## config.mk

```make
export PLATFORM = sky130hd
export DESIGN_NAME = mips_data_sram_req_flat
export DESIGN_NICKNAME = d
export VERILOG_FILES = /design/src/rtl/mips_data_sram_req_if.sv /design/src/rtl/mips_data_sram_req.sv /design/src/flat_wrapper.sv
export SDC_FILE = /design/constraint.sdc
export NUM_CORES = 1
export LEC_CHECK = 0
export BUFFER_PORTS_ARGS = -buffer_cell sky130_fd_sc_hd__buf_2
export CAP_MARGIN = 20
export CORE_UTILIZATION = 51
export CTS_CLUSTER_DIAMETER = 100
export DETAILED_ROUTE_END_ITERATION = 10
export GPL_TIMING_DRIVEN = 1
export PLACE_DENSITY = 0.86
export SLEW_MARGIN = 20
export SYNTH_ARGS = -nofsm -noshare
export SYNTH_HDL_FRONTEND = slang
export SYNTH_SLANG_ARGS = --single-unit
```

## constraint.sdc

```tcl
create_clock -name clk -period 2.6 [get_ports clk]
set_clock_uncertainty 0.05 [all_clocks]
set_input_delay 0 -clock clk [delete_from_list [all_inputs] [get_ports clk]]
set_output_delay 0 -clock clk [all_outputs]
set_load 0.03 [all_outputs]
```

## src/rtl/mips_data_sram_req_if.sv

```systemverilog
// Data-SRAM sram-like bus between the load/store request block and the SRAM bridge.
// Latency: none; this is wiring only.
// Backpressure: the bridge stalls the request by withholding data_addr_ok and the completion by withholding data_data_ok.
interface mips_data_sram_req_if;
    logic        data_req;
    logic        data_wr;
    logic [1:0]  data_size;
    logic [31:0] data_addr;
    logic [3:0]  data_wstrb;
    logic [31:0] data_wdata;
    logic        data_addr_ok;
    logic        data_data_ok;
    logic [31:0] data_rdata;

    // Request side: the block that issues the access.
    modport master (
        output data_req,
        output data_wr,
        output data_size,
        output data_addr,
        output data_wstrb,
        output data_wdata,
        input  data_addr_ok,
        input  data_data_ok,
        input  data_rdata
    );

    // Bridge side: the SRAM bridge that serves the access.
    modport slave (
        input  data_req,
        input  data_wr,
        input  data_size,
        input  data_addr,
        input  data_wstrb,
        input  data_wdata,
        output data_addr_ok,
        output data_data_ok,
        output data_rdata
    );
endinterface

```

## src/rtl/mips_data_sram_req.sv

```systemverilog
// Issues one data-SRAM load/store at a time: aligns the address, builds strobes/lane data, and checks alignment.
// Latency: accept c0, data_req c1, response pulse one cycle after data_data_ok (c3 minimum); address errors respond at c1.
// Backpressure: req_ready is low from acceptance until the access finishes; flush kills the op and suppresses its response.
module mips_data_sram_req #(
    parameter bit ALIGN_CHECK = 1'b1
) (
    input  logic                       clk,
    input  logic                       rst,
    input  logic                       flush,
    input  logic                       req_valid,
    output logic                       req_ready,
    input  logic [11:0]                req_op,
    input  logic [31:0]                req_addr,
    input  logic [31:0]                req_wdata,
    mips_data_sram_req_if.master       bus,
    output logic                       rsp_valid,
    output logic                       rsp_wr,
    output logic [31:0]                rsp_rdata,
    output logic                       rsp_adel,
    output logic                       rsp_ades,
    output logic [31:0]                rsp_badvaddr
);

    typedef enum logic [1:0] {
        IDLE = 2'd0,
        REQ  = 2'd1,
        WAIT = 2'd2,
        DROP = 2'd3
    } state_t;

    state_t state;
    state_t state_nxt;

    // One-hot op decode
    logic op_lw, op_lb, op_lbu, op_lh, op_lhu, op_lwl, op_lwr;
    logic op_sw, op_sb, op_sh, op_swl, op_swr;

    assign op_lw  = req_op[0];
    assign op_lb  = req_op[1];
    assign op_lbu = req_op[2];
    assign op_lh  = req_op[3];
    assign op_lhu = req_op[4];
    assign op_lwl = req_op[5];
    assign op_lwr = req_op[6];
    assign op_sw  = req_op[7];
    assign op_sb  = req_op[8];
    assign op_sh  = req_op[9];
    assign op_swl = req_op[10];
    assign op_swr = req_op[11];

    logic [1:0] lane;
    logic       is_store;
    logic       is_null;
    logic       mis_half;
    logic       mis_word;
    logic       misaligned;
    logic       xfer;
    logic       issue;

    assign lane       = req_addr[1:0];
    assign is_store   = |req_op[11:7];
    assign is_null    = (req_op == 12'd0);
    assign mis_half   = (op_lh | op_lhu | op_sh) & lane[0];
    assign mis_word   = (op_lw | op_sw) & (lane != 2'd0);
    assign misaligned = ALIGN_CHECK & (mis_half | mis_word);

    // A transfer that is an address error or a null op completes immediately without touching the bus.
    assign req_ready  = (state == IDLE);
    assign xfer       = req_valid & req_ready & ~flush;
    assign issue      = xfer & ~misaligned & ~is_null;

    // Bus fields computed from the incoming request
    logic        nxt_wr;
    logic [1:0]  nxt_size;
    logic [31:0] nxt_addr;
    logic [3:0]  nxt_wstrb;
    logic [31:0] nxt_wdata;

    // Build address, size, byte strobes and lane-aligned store data for the offered op.
    always_comb begin
        nxt_wr    = is_store;
        nxt_addr  = req_addr;
        nxt_size  = 2'd2;
        nxt_wstrb = 4'b0000;
        nxt_wdata = 32'd0;

        if (op_lwl | op_lwr | op_swl | op_swr) begin
            nxt_addr = {req_addr[31:2], 2'b00};
        end

        if (op_lb | op_lbu | op_sb) begin
            nxt_size = 2'd0;
        end else if (op_lh | op_lhu | op_sh) begin
            nxt_size = 2'd1;
        end

        if (op_sb) begin
            nxt_wstrb = 4'b0001 << lane;
            nxt_wdata = {4{req_wdata[7:0]}};
        end else if (op_sh) begin
            nxt_wstrb = lane[1] ? 4'b1100 : 4'b0011;
            nxt_wdata = {2{req_wdata[15:0]}};
        end else if (op_sw) begin
            nxt_wstrb = 4'b1111;
            nxt_wdata = req_wdata;
        end else if (op_swl) begin
            // Left part: the high bytes of rt go to the low lanes up to the addressed byte.
            case (lane)
                2'd0: begin nxt_wstrb = 4'b0001; nxt_wdata = {24'd0, req_wdata[31:24]}; end
                2'd1: begin nxt_wstrb = 4'b0011; nxt_wdata = {16'd0, req_wdata[31:16]}; end
                2'd2: begin nxt_wstrb = 4'b0111; nxt_wdata = {8'd0,  req_wdata[31:8]};  end
                default: begin nxt_wstrb = 4'b1111; nxt_wdata = req_wdata; end
            endcase
        end else if (op_swr) begin
            // Right part: the low bytes of rt go to the addressed byte and above.
            case (lane)
                2'd0: begin nxt_wstrb = 4'b1111; nxt_wdata = req_wdata; end
                2'd1: begin nxt_wstrb = 4'b1110; nxt_wdata = {req_wdata[23:0], 8'd0};  end
                2'd2: begin nxt_wstrb = 4'b1100; nxt_wdata = {req_wdata[15:0], 16'd0}; end
                default: begin nxt_wstrb = 4'b1000; nxt_wdata = {req_wdata[7:0], 24'd0}; end
            endcase
        end
    end

    // State register
    always_ff @(posedge clk) begin
        if (rst) begin
            state <= IDLE;
        end else begin
            state <= state_nxt;
        end
    end

    logic done_ok;

    // Next-state logic; done_ok marks a load/store finishing without a kill.
    always_comb begin
        state_nxt = state;
        done_ok   = 1'b0;
        case (state)
            IDLE: begin
                if (issue) begin
                    state_nxt = REQ;
                end
            end
            REQ: begin
                if (flush) begin
                    // Once the bridge has taken the request its data_ok must still be absorbed.
                    state_nxt = bus.data_addr_ok ? DROP : IDLE;
                end else if (bus.data_addr_ok) begin
                    state_nxt = WAIT;
                end
            end
            WAIT: begin
                if (bus.data_data_ok) begin
                    // A flush coinciding with data_ok still kills the response, but the bus is done.
                    state_nxt = IDLE;
                    done_ok   = ~flush;
                end else if (flush) begin
                    state_nxt = DROP;
                end
            end
            DROP: begin
                if (bus.data_data_ok) begin
                    state_nxt = IDLE;
                end
            end
            default: begin
                state_nxt = IDLE;
            end
        endcase
    end

    logic        cur_wr;
    logic [1:0]  cur_size;
    logic [31:0] cur_addr;
    logic [3:0]  cur_wstrb;
    logic [31:0] cur_wdata;

    // Capture bus fields on issue so they stay stable while data_req is held.
    always_ff @(posedge clk) begin
        if (rst) begin
            cur_wr    <= 1'b0;
            cur_size  <= 2'd0;
            cur_addr  <= 32'd0;
            cur_wstrb <= 4'd0;
            cur_wdata <= 32'd0;
        end else if (issue) begin
            cur_wr    <= nxt_wr;
            cur_size  <= nxt_size;
            cur_addr  <= nxt_addr;
            cur_wstrb <= nxt_wstrb;
            cur_wdata <= nxt_wdata;
        end
    end

    assign bus.data_req   = (state == REQ);
    assign bus.data_wr    = cur_wr;
    assign bus.data_size  = cur_size;
    assign bus.data_addr  = cur_addr;
    assign bus.data_wstrb = cur_wstrb;
    assign bus.data_wdata = cur_wdata;

    // One-cycle response pulse: either an immediate address-error/null completion or a finished bus access.
    always_ff @(posedge clk) begin
        if (rst) begin
            rsp_valid    <= 1'b0;
            rsp_wr       <= 1'b0;
            rsp_rdata    <= 32'd0;
            rsp_adel     <= 1'b0;
            rsp_ades     <= 1'b0;
            rsp_badvaddr <= 32'd0;
        end else begin
            rsp_valid    <= 1'b0;
            rsp_wr       <= 1'b0;
            rsp_rdata    <= 32'd0;
            rsp_adel     <= 1'b0;
            rsp_ades     <= 1'b0;
            rsp_badvaddr <= 32'd0;
            if (xfer && !issue) begin
                rsp_valid    <= 1'b1;
                rsp_wr       <= is_store;
                rsp_adel     <= misaligned & ~is_store;
                rsp_ades     <= misaligned & is_store;
                rsp_badvaddr <= misaligned ? req_addr : 32'd0;
            end else if (done_ok) begin
                rsp_valid <= 1'b1;
                rsp_wr    <= cur_wr;
                rsp_rdata <= cur_wr ? 32'd0 : bus.data_rdata;
            end
        end
    end

endmodule

```

## src/flat_wrapper.sv

```systemverilog
// flat-port wrapper written by rule: the top's interface ports become plain ports
module mips_data_sram_req_flat 
#(
    parameter bit ALIGN_CHECK = 1'b1
)
  (clk, rst, flush, req_valid, req_ready, req_op, req_addr, req_wdata, rsp_valid, rsp_wr, rsp_rdata, rsp_adel, rsp_ades, rsp_badvaddr, bus_data_req, bus_data_wr, bus_data_size, bus_data_addr, bus_data_wstrb, bus_data_wdata, bus_data_addr_ok, bus_data_data_ok, bus_data_rdata);
  mips_data_sram_req_if bus_i ();
  input  logic clk;
  input  logic rst;
  input  logic flush;
  input  logic req_valid;
  output logic req_ready;
  input  logic [11:0] req_op;
  input  logic [31:0] req_addr;
  input  logic [31:0] req_wdata;
  output logic rsp_valid;
  output logic rsp_wr;
  output logic [31:0] rsp_rdata;
  output logic rsp_adel;
  output logic rsp_ades;
  output logic [31:0] rsp_badvaddr;
  output wire logic [$bits(bus_i.data_req)-1:0] bus_data_req;
  output wire logic [$bits(bus_i.data_wr)-1:0] bus_data_wr;
  output wire logic [$bits(bus_i.data_size)-1:0] bus_data_size;
  output wire logic [$bits(bus_i.data_addr)-1:0] bus_data_addr;
  output wire logic [$bits(bus_i.data_wstrb)-1:0] bus_data_wstrb;
  output wire logic [$bits(bus_i.data_wdata)-1:0] bus_data_wdata;
  input wire logic [$bits(bus_i.data_addr_ok)-1:0] bus_data_addr_ok;
  input wire logic [$bits(bus_i.data_data_ok)-1:0] bus_data_data_ok;
  input wire logic [$bits(bus_i.data_rdata)-1:0] bus_data_rdata;
  assign bus_data_req = bus_i.data_req;
  assign bus_data_wr = bus_i.data_wr;
  assign bus_data_size = bus_i.data_size;
  assign bus_data_addr = bus_i.data_addr;
  assign bus_data_wstrb = bus_i.data_wstrb;
  assign bus_data_wdata = bus_i.data_wdata;
  assign bus_i.data_addr_ok = bus_data_addr_ok;
  assign bus_i.data_data_ok = bus_data_data_ok;
  assign bus_i.data_rdata = bus_data_rdata;
  mips_data_sram_req #(.ALIGN_CHECK(ALIGN_CHECK)) u_core (.clk(clk), .rst(rst), .flush(flush), .req_valid(req_valid), .req_ready(req_ready), .req_op(req_op), .req_addr(req_addr), .req_wdata(req_wdata), .bus(bus_i), .rsp_valid(rsp_valid), .rsp_wr(rsp_wr), .rsp_rdata(rsp_rdata), .rsp_adel(rsp_adel), .rsp_ades(rsp_ades), .rsp_badvaddr(rsp_badvaddr));
endmodule
```

==> results of run 1 <==
area by class of cell:
class | instances | area (µm²) | area share [%]
Multi-Input combinational cell | 418 | 2590 | 28.4
Inverter | 6 | 22.5 | 0.247
Tap cell | 140 | 175 | 1.92
Sequential cell | 141 | 2820 | 31.0
Clock buffer | 19 | 432 | 4.74
Clock inverter | 13 | 178 | 1.95
Timing Repair Buffer | 417 | 2880 | 31.7
placed cells by master (no fill, tap or decap), drive strengths merged, types with 2 or more instances in the layout:
cell type / n
buf: 285
dfxtp: 141
dlygate4sd3: 129
nand2: 79
and2: 67
nor2: 49
a21oi: 42
a221oi: 23
clkbuf: 21
nor3: 19
o21ai: 18
nand3: 16
a211oi: 16
a22oi: 14
inv: 11
a311oi: 9
mux4: 8
a221o: 8
nand2b: 7
nor2b: 5
nor4: 4
a31oi: 3
bufinv: 3
or2: 3
clkinv: 3
nand3b: 2
nor4b: 2
o211ai: 2
o2bb2ai: 2
clkinvlp: 2
kinds of logic after synthesis:
group	after synthesis	synth area share (%)
flip-flops	141	49.9
buffers and inverters	59	4.96
AND/OR/NAND/NOR	257	22.6
multiplexers	9	3.38
XOR/XNOR	1	0.155
AO/OA/AOI/OAI	151	19.0
how the worst max path moves through the flow:
stage | start | to | depth (start not counted)
after floorplan | u_core.state[1] | u_core.bus.data_wdata[2] | 7
after global placement | req_op[10] | u_core.bus.data_addr[23] | 6
after detailed placement | req_op[10] | u_core.bus.data_addr[24] | 6
after CTS | u_core.state[1] | u_core.bus.data_size[0] | 8
after global routing | u_core.state[1] | u_core.bus.data_wdata[24] | 9
final | u_core.state[1] | u_core.bus.data_wdata[24] | 9
power by group:
group          leakage [nW]  internal [mW]  total (mW)  switching [mW]
Clock                 0.292           1.51        2.53            1.02
Combinational          2.70          0.366       0.826           0.460
Sequential             1.14           2.21        2.24          0.0276
critical path, delay by kind of cell, from the launching register on:
kind	cells	cell delay, ns
and+or+nand+nor	3	0.32
DFF	1	0.35
buffers and inverters	4	1.12
AOI/OAI and AO/OA	2	0.67
layer usage:
| metal | global-route usage [%] | vias up | share of wire (%) |
|---|---|---|---|
| met5 | 0 | - | 0 |
| met4 | 24.6 | 0 | 5.9 |
| met3 | 10.7 | 139 | 11 |
| met2 | 69.4 | 603 | 51 |
| met1 | 40.1 | 3211 | 33 |
| li1 | - | 2963 | - |
per-stage QoR:
| step | TNS, ns | instances | hold slack [ns] |
|---|---|---|---|
| 4_1_cts | 0 | 1142 | 0.0220 |
| 2_1_floorplan | 0 | 618 | 0.0717 |
| 6_report | 0 | 1154 | 0.0704 |
| 3_5_place_dp | 0 | 979 | 0.152 |
| 5_1_grt | -0.0757 | 1154 | 0.0981 |
| 3_3_place_gp | 0 | 979 | 0.149 |
registers in the layout, indices dropped and copies added, names as in the netlist:
register,cells
u_core.bus.data_wdata,32
u_core.rsp_rdata,32
u_core.rsp_ades,1
u_core.bus.data_wstrb,4
u_core.rsp_valid,1
u_core.rsp_badvaddr,32
u_core.rsp_adel,1
u_core.rsp_wr,1
u_core.bus.data_size,2
u_core.bus.data_addr,32
u_core.state,2
u_core.bus.data_wr,1
repair_timing:
action | CTS | global route
buffers inserted | 0 | 10
endpoints found under the hold margin | 141 | 0
hold buffers | 131 | 0
endpoints found under the setup margin | 0 | 9
resized for setup | 0 | 11
==> impl_metrics.ini, run 1 <==
[logic_synthesis]
synth_common_cells = 141 x dfxtp_1, 79 x nand2_1, 67 x and2_1
synth.net_count = 732
synth.area.top_cells = dfxtp_1 50%, and2_1 7.4%, nand2_1 5.2%
yosysSeqAreaShare_pct = 49.9
avgSynthCellArea_um2 = 9.15
synth_flop_cell = dfxtp_1
netlist_instances = 618
yosys_register_bits = 141
synthDistinctLibCells = 55
postSynth.asyncResetShare_pct = 0
yosys.area.top_type = dfxtp_1
yosysMostFrequentCell = dfxtp_1
syn_area_mm2 = 0.00566
ys_warn_count = 0
synth_edf_count = 0
synthDominantCellAreaShare_pct = 49.9

[detailed_routing]
firstDrtPassIters = 7
drc_errors = 0
vias_per_cell = 5.99
wl_um = 23300
drt_iter0_drc = 902
wl_per_cell_um = 20.2
postRouteAntennaNets = 0
vias = 6916

[worst_setup_path]
end_kind = register
required_ns = 3.03
reg2reg_to = u_core.bus.data_wdata[24]
critPathSlowestCell = dlygate4sd3_1
critPathMaxFanout = 7
worstPathArrival_ns = 2.99
cp-start-kind = register
critPathMaxStageDelay_ns = 0.57
r2r_cells = 9
timing.rr.start = u_core.state[1]
path_cells = nor2_4 -> nand3b_1 -> buf_6 -> a311oi_4 -> clkbuf_16 -> buf_4 -> nor2_1 -> a311oi_1 -> dlygate4sd3_1
reg2reg_slack_ns = 0.04
critPathKind = register to register

[placed_design]
place_congestion = 0.903
io_buffer_count = 254
dpl_cell_area_mm2 = 0.00704
preCtsSetupSlack_ns = 0.604
dp_hpwl_um = 11700

[floorplanning]
coreArea_mm2 = 0.0108
die_y_um = 107
die_x_um = 107
initial_core_util_pct = 52.2
die-area_mm2 = 0.0115
io_pins = 255
rows = 38

[sta]
max_clock_freq_ghz = 0.391
worst_slack_ns = 0.0440
fin_crit_ns = 2.56
maxSlewHeadroom_pct = 60.2
tightestPinTransition_ns = 0.592
final_max_slew_viol_count = 0
setup_viol = 0
final-hold-violation-count = 0
finalCritPeriodShare_pct = 98.3

[power_and_ir_drop]
p_leak_nw = 4.13
p_total_mw = 5.59
ir_drop_v = 0.000546
power_density_mw_per_mm2 = 615

[hold_path]
whs_path_depth = 5
min_from = req_wdata[25]
hold_path.class = input pin to register
hold_path_end = u_core.bus.data_wdata[17]

[global_route]
grt_max_degree = 62
first_global_vias = 6638
antenna_found_initial = 0
gr-total-overflow = 0
grt_first_pass_wirelength_um = 34200
track_usage_pct = 38.9

[finish]
nFillCells = 590
design_area_mm2 = 0.00910
area_growth_syn_to_layout_pct = 60.9
diodes = 0
fin_util_pct = 83.9
drive_above_1_share_pct = 33.7
final_nets = 1115

[clocking]
worstSkewPairLatency_ns = 0.53
cts_made_buffers = 17
cts_tree = built
cts_buffer_depth = 2
cts_sinks = 141
clk_pin_slew_ns = 0.06
cts_max_level = 4
clockRootBuffer = clkbuf_8

[flow_run]
max-cap-violations = 0

[run_status]
outcome = completed
Power figures use the tool's default switching activity.
==> run 2, diff against run 1 <==
CORE_ASPECT_RATIO = 0.9   (was unset)
==> run 2 against run 1 <==
Compared with the run above: wire length fell by 1.8%; cell count fell by 5.2%; first-iteration DRC count fell by 30%; setup slack got worse by 0.014 ns; clock-buffer cell count did not move; die area barely moved; hold slack got worse by 0.066 ns; global-route usage fell by 2.7 points; core utilization fell by 4.7 points; critical endpoint is now u_core.bus.data_addr[22]; largest cell class is now registers; largest power group unchanged; highest routed layer unchanged.
==> impl_metrics.ini, run 2 (same netlist as run 1, synthesis figures left out) <==
[detailed_routing]
wl_per_cell_um = 20.9
postRouteAntennaNets = 0
vias = 6609
wl_um = 22900
vias_per_cell = 6.04
drc_errors = 0
drt_iter0_drc = 632
firstDrtPassIters = 7

[clocking]
cts_max_level = 4
clockRootBuffer = clkbuf_16
cts_sinks = 141
worstSkewPairLatency_ns = 0.42
clk_pin_slew_ns = 0.06
cts_made_buffers = 17
cts_tree = built
cts_buffer_depth = 2

[worst_setup_path]
critPathMaxFanout = 33
timing.rr.start = u_core.state[0]
critPathKind = input pin to register
cp-start-kind = input pin
worstPathArrival_ns = 2.85
end_kind = register
required_ns = 2.88
critPathLaunch = req_op[1]

[placed_design]
place_congestion = 0.919
dp_hpwl_um = 12100
io_buffer_count = 254

[sta]
final_max_slew_viol_count = 0
maxSlewHeadroom_pct = 41.5
fin_crit_ns = 2.57
tightestPinTransition_ns = 0.877
setup_viol = 0
max_clock_freq_ghz = 0.389
final-hold-violation-count = 0
tns_ns = 0
finalCritPeriodShare_pct = 98.9

[power_and_ir_drop]
ir_drop_v = 0.000428
power_density_mw_per_mm2 = 653
internal_power_mw = 4.11
p_leak_nw = 3.88
pwr-share-seq_pct = 40.0
power_frac_clock_pct = 46.6
switchingPower_mw = 1.49
p_sw_share_pct = 26.6
pwr-share-comb_pct = 13.4

[floorplanning]
die-area_mm2 = 0.0115
rows = 36
die_y_um = 102
die_x_um = 113
initial_core_util_pct = 52.3
coreArea_mm2 = 0.0108
io_pins = 255

[finish]
final_common_cell = buf_2
drive_above_1_share_pct = 34.1
fin_util_pct = 79.3
diodes = 0
nFillCells = 631
final_nets = 1062
area_growth_syn_to_layout_pct = 51.5
layout_common_cells = 254 x buf_2, 141 x dfxtp_1, 90 x dlygate4sd3_1
ff_latch_area_mm2 = 0.00282
multiInputGateArea_mm2 = 0.00258

[global_route]
track_usage_pct = 36.2
antenna_found_initial = 0
grt_first_pass_wirelength_um = 31900
gr-total-overflow = 0
grt_max_degree = 94
first_global_vias = 5981

[run_status]
outcome = completed

[hold_path]
hold_path.class = input pin to register
min_from = req_wdata[18]

[flow_run]
max-cap-violations = 0
## run 2: critical path, stage by stage
cell and delay [ns]:
dlygate4sd3_1 0.55, buf_2 0.13, or4_1 0.49, nor2_2 0.23, a311o_2 0.69, buf_4 0.38
nand2_1 0.14, a21oi_1 0.23
## run 2: power by group through the flow
stage / Clock, mW / Combinational, mW / Sequential (mW)
global placement: 0 / 0.590 / 2.28
floorplan: 0 / 0.264 / 2.38
CTS: 2.58 / 0.703 / 2.24
global route: 2.69 / 0.789 / 2.24
finish: 2.60 / 0.750 / 2.24
detailed placement: 0 / 0.596 / 2.28
## run 2: final timing paths
kind,end,slack [ns],depth (start not counted)
setup / recovery,u_core.bus.data_addr[22],0.03,8
hold / removal,u_core.bus.data_wdata[18],0.004,3
setup reg to reg,u_core.bus.data_wdata[25],0.09,8
hold reg to reg,u_core.bus.data_addr[4],0.40,2
## run 2: layer usage
| metal | vias up | routed length (µm) | GRT usage, % |
|---|---|---|---|
| met5 | - | 0 | 0 |
| met1 | 3102 | 8070 | 40.3 |
| met4 | 0 | 1290 | 24.2 |
| met3 | 127 | 2420 | 10.4 |
| li1 | 2864 | - | - |
| met2 | 516 | 11100 | 61.4 |
## run 2: layout make-up
class                      instances  area share (%)
tap                              133            1.94
inverter                           6           0.263
sequential                       141            32.9
multi-input combinational        418            30.1
clock buffer                      19            5.29
timing repair buffer             364            27.4
clock inverter                    13            2.06
## run 2: repair_timing
action / CTS / global route
resized for setup: 0 / 2
setup buffers: 0 / 3
endpoints found under the setup margin: 0 / 2
hold endpoints to repair: 121 / 0
hold buffers: 90 / 0
## run 2: metrics by stage
| stage | std cells | hold WS, ns | instance area, µm² | setup slack (ns) | power, mW |
|---|---|---|---|---|---|
| floorplan | 618 | 0.0717 | 5660 | 0.498 | 2.64 |
| global placement | 966 | 0.149 | 6980 | 0.459 | 2.87 |
| detailed placement | 966 | 0.152 | 6980 | 0.352 | 2.88 |
| CTS | 1088 | 0.000594 | 8510 | 0.0881 | 5.52 |
| global route | 1094 | 0.0214 | 8570 | -0.0453 | 5.73 |
| finish | 1094 | 0.00411 | 8570 | 0.0299 | 5.59 |
==> run 3, diff against run 2 <==
SETUP_SLACK_MARGIN = 0.15   (was unset)
==> run 3 against run 2 <==
Compared with the run above: first-iteration DRC count up 33%; via count down 1.2%; largest power group unchanged; die area unchanged; register-to-register slack better by 0.45 ns; power down 0.33%; sequential share of layout area up 0.10 points; non-clock buffer count down 5; flip-flop and latch count unchanged; wire length down 2.2%; setup slack better by 0.16 ns.
==> impl_metrics.ini, run 3 (same netlist as run 1, synthesis figures left out) <==
[worst_setup_path]
r2r_cells = 7
end_kind = register
cp-endpoint = u_core.bus.data_wdata[29]
required_ns = 2.87
critPathMaxFanout = 47
critPathKind = input pin to register
crit_buf_inv = 5
cp_common_cell = dlygate4sd3_1
timing.rr.start = u_core.state[1]
reg2reg_to = u_core.bus.data_wdata[29]
critPathSlowestCell = dlygate4sd3_1
critPathMaxStageDelay_ns = 0.57
critPathLaunch = req_op[11]
critPathTopFamily = buffers and inverters
cp-start-kind = input pin
critical_path_depth = 9
path_cells = dlygate4sd3_1 -> buf_2 -> nor4_4 -> dlygate4sd3_1 -> buf_4 -> a311oi_4 -> clkbuf_16 -> nor2_1 -> a311oi_1
worstPathArrival_ns = 2.68
reg2reg_slack_ns = 0.54

[floorplanning]
die_y_um = 102
rows = 36
die-area_mm2 = 0.0115
io_pins = 255
coreArea_mm2 = 0.0108
die_x_um = 113
initial_core_util_pct = 52.3

[finish]
drive_above_1_share_pct = 33.6
ff_latch_area_mm2 = 0.00282
final_nets = 1058
instances_no_fill = 1091
multiInputGateArea_mm2 = 0.00259
fin_util_pct = 79.0
area_growth_syn_to_layout_pct = 51.1
design_area_mm2 = 0.00854
layout_common_cells = 254 x buf_2, 141 x dfxtp_1, 90 x dlygate4sd3_1
final_common_cell = buf_2
nFillCells = 640

[power_and_ir_drop]
p_total_mw = 5.57
power_frac_clock_pct = 46.5
power_density_mw_per_mm2 = 653
ir_drop_v = 0.000422
switchingPower_mw = 1.47
pwr-share-comb_pct = 13.4
internal_power_mw = 4.10
p_leak_nw = 3.85
pwr-share-seq_pct = 40.2
p_sw_share_pct = 26.4

[detailed_routing]
drt_iter0_drc = 842
highest_layer = met4
vias = 6527
wl_um = 22400
wl_met3_um = 2370
vias_per_cell = 5.98
route.met2.wl_um = 10900
met1_length_um = 7910
wl_per_cell_um = 20.5
postRouteAntennaNets = 0
firstDrtPassIters = 6
drc_errors = 0

[sta]
hold_ws_ns = 0.00928
worst_slack_ns = 0.193
tightestPinTransition_ns = 0.855
final-hold-violation-count = 0
final_max_slew_viol_count = 0
finalCritPeriodShare_pct = 92.6
maxSlewHeadroom_pct = 43.0
tns_ns = 0
fin_crit_ns = 2.41
rsz0062_at_grt = false
setup_viol = 0
max_clock_freq_ghz = 0.415

[placed_design]
preCtsSetupSlack_ns = 0.352
io_buffer_count = 254
dp_hpwl_um = 12100
dpl_cell_area_mm2 = 0.00698
dp_cells = 966
place_congestion = 0.919

[global_route]
antenna_found_initial = 1
gr-total-overflow = 0
first_global_vias = 5983
track_usage_pct = 37.1
grt_first_pass_wirelength_um = 32400
grt_max_degree = 94

[flow_run]
max-cap-violations = 0

[run_status]
outcome = completed

[clocking]
cts_tree = built
cts_max_level = 4
cts_buffer_depth = 2
cts_sinks = 141
worstSkewPairLatency_ns = 0.41
clk_pin_slew_ns = 0.06
clockRootBuffer = clkbuf_16
cts_made_buffers = 17

[hold_path]
hold_path.class = input pin to register
## run 3: worst reg2reg max path, delay by kind of cell, from the launching register on
family,cells,cell delay [ns]
compound gates,2,0.58
flops,1,0.34
buf+inv,2,0.55
simple gates,3,0.45
## run 3: cell type report
class                   count  area share (%)
diodes                      1          0.0293
multi-input cells         419            30.4
clock inverters            13            2.07
inverters                   6           0.264
clock buffers              19            5.30
repair buffers            359            27.0
well taps                 133            1.95
flip-flops and latches    141            33.0
## run 3: worst min path at each step
stage | from | endpoint | slack, ns | cells past startpoint
global route | req_wdata[17] | u_core.bus.data_wdata[17] | 0.02 | 3
detailed placement | bus_data_rdata[23] | u_core.rsp_rdata[23] | 0.15 | 2
finish | req_wdata[18] | u_core.bus.data_wdata[18] | 0.009 | 3
CTS | req_wdata[8] | u_core.bus.data_wdata[24] | 0.0006 | 4
floorplan | req_addr[10] | u_core.rsp_badvaddr[10] | 0.07 | 1
global placement | bus_data_rdata[10] | u_core.rsp_rdata[10] | 0.15 | 2
## run 3: per-layer routing
metal  track usage [%]  up-vias
met2              62.2      493
li1                  -     2854
met3              12.6      122
met1              41.7     3058
met5                 0        -
met4              22.0        0
## run 3: timing repair
item	in CTS	in global routing
buffers inserted	0	0
hold endpoints to repair	121	0
endpoints found under the setup margin	0	21
gates resized for setup	0	2
hold buffers	90	0
## run 3: power groups by stage
stage                     Combinational, mW  Clock, mW  Sequential [mW]
after CTS                             0.704       2.58             2.24
after detailed placement              0.596          0             2.28
after global routing                  0.787       2.69             2.24
after global placement                0.590          0             2.28
after floorplan                       0.264          0             2.38
final                                 0.745       2.59             2.24
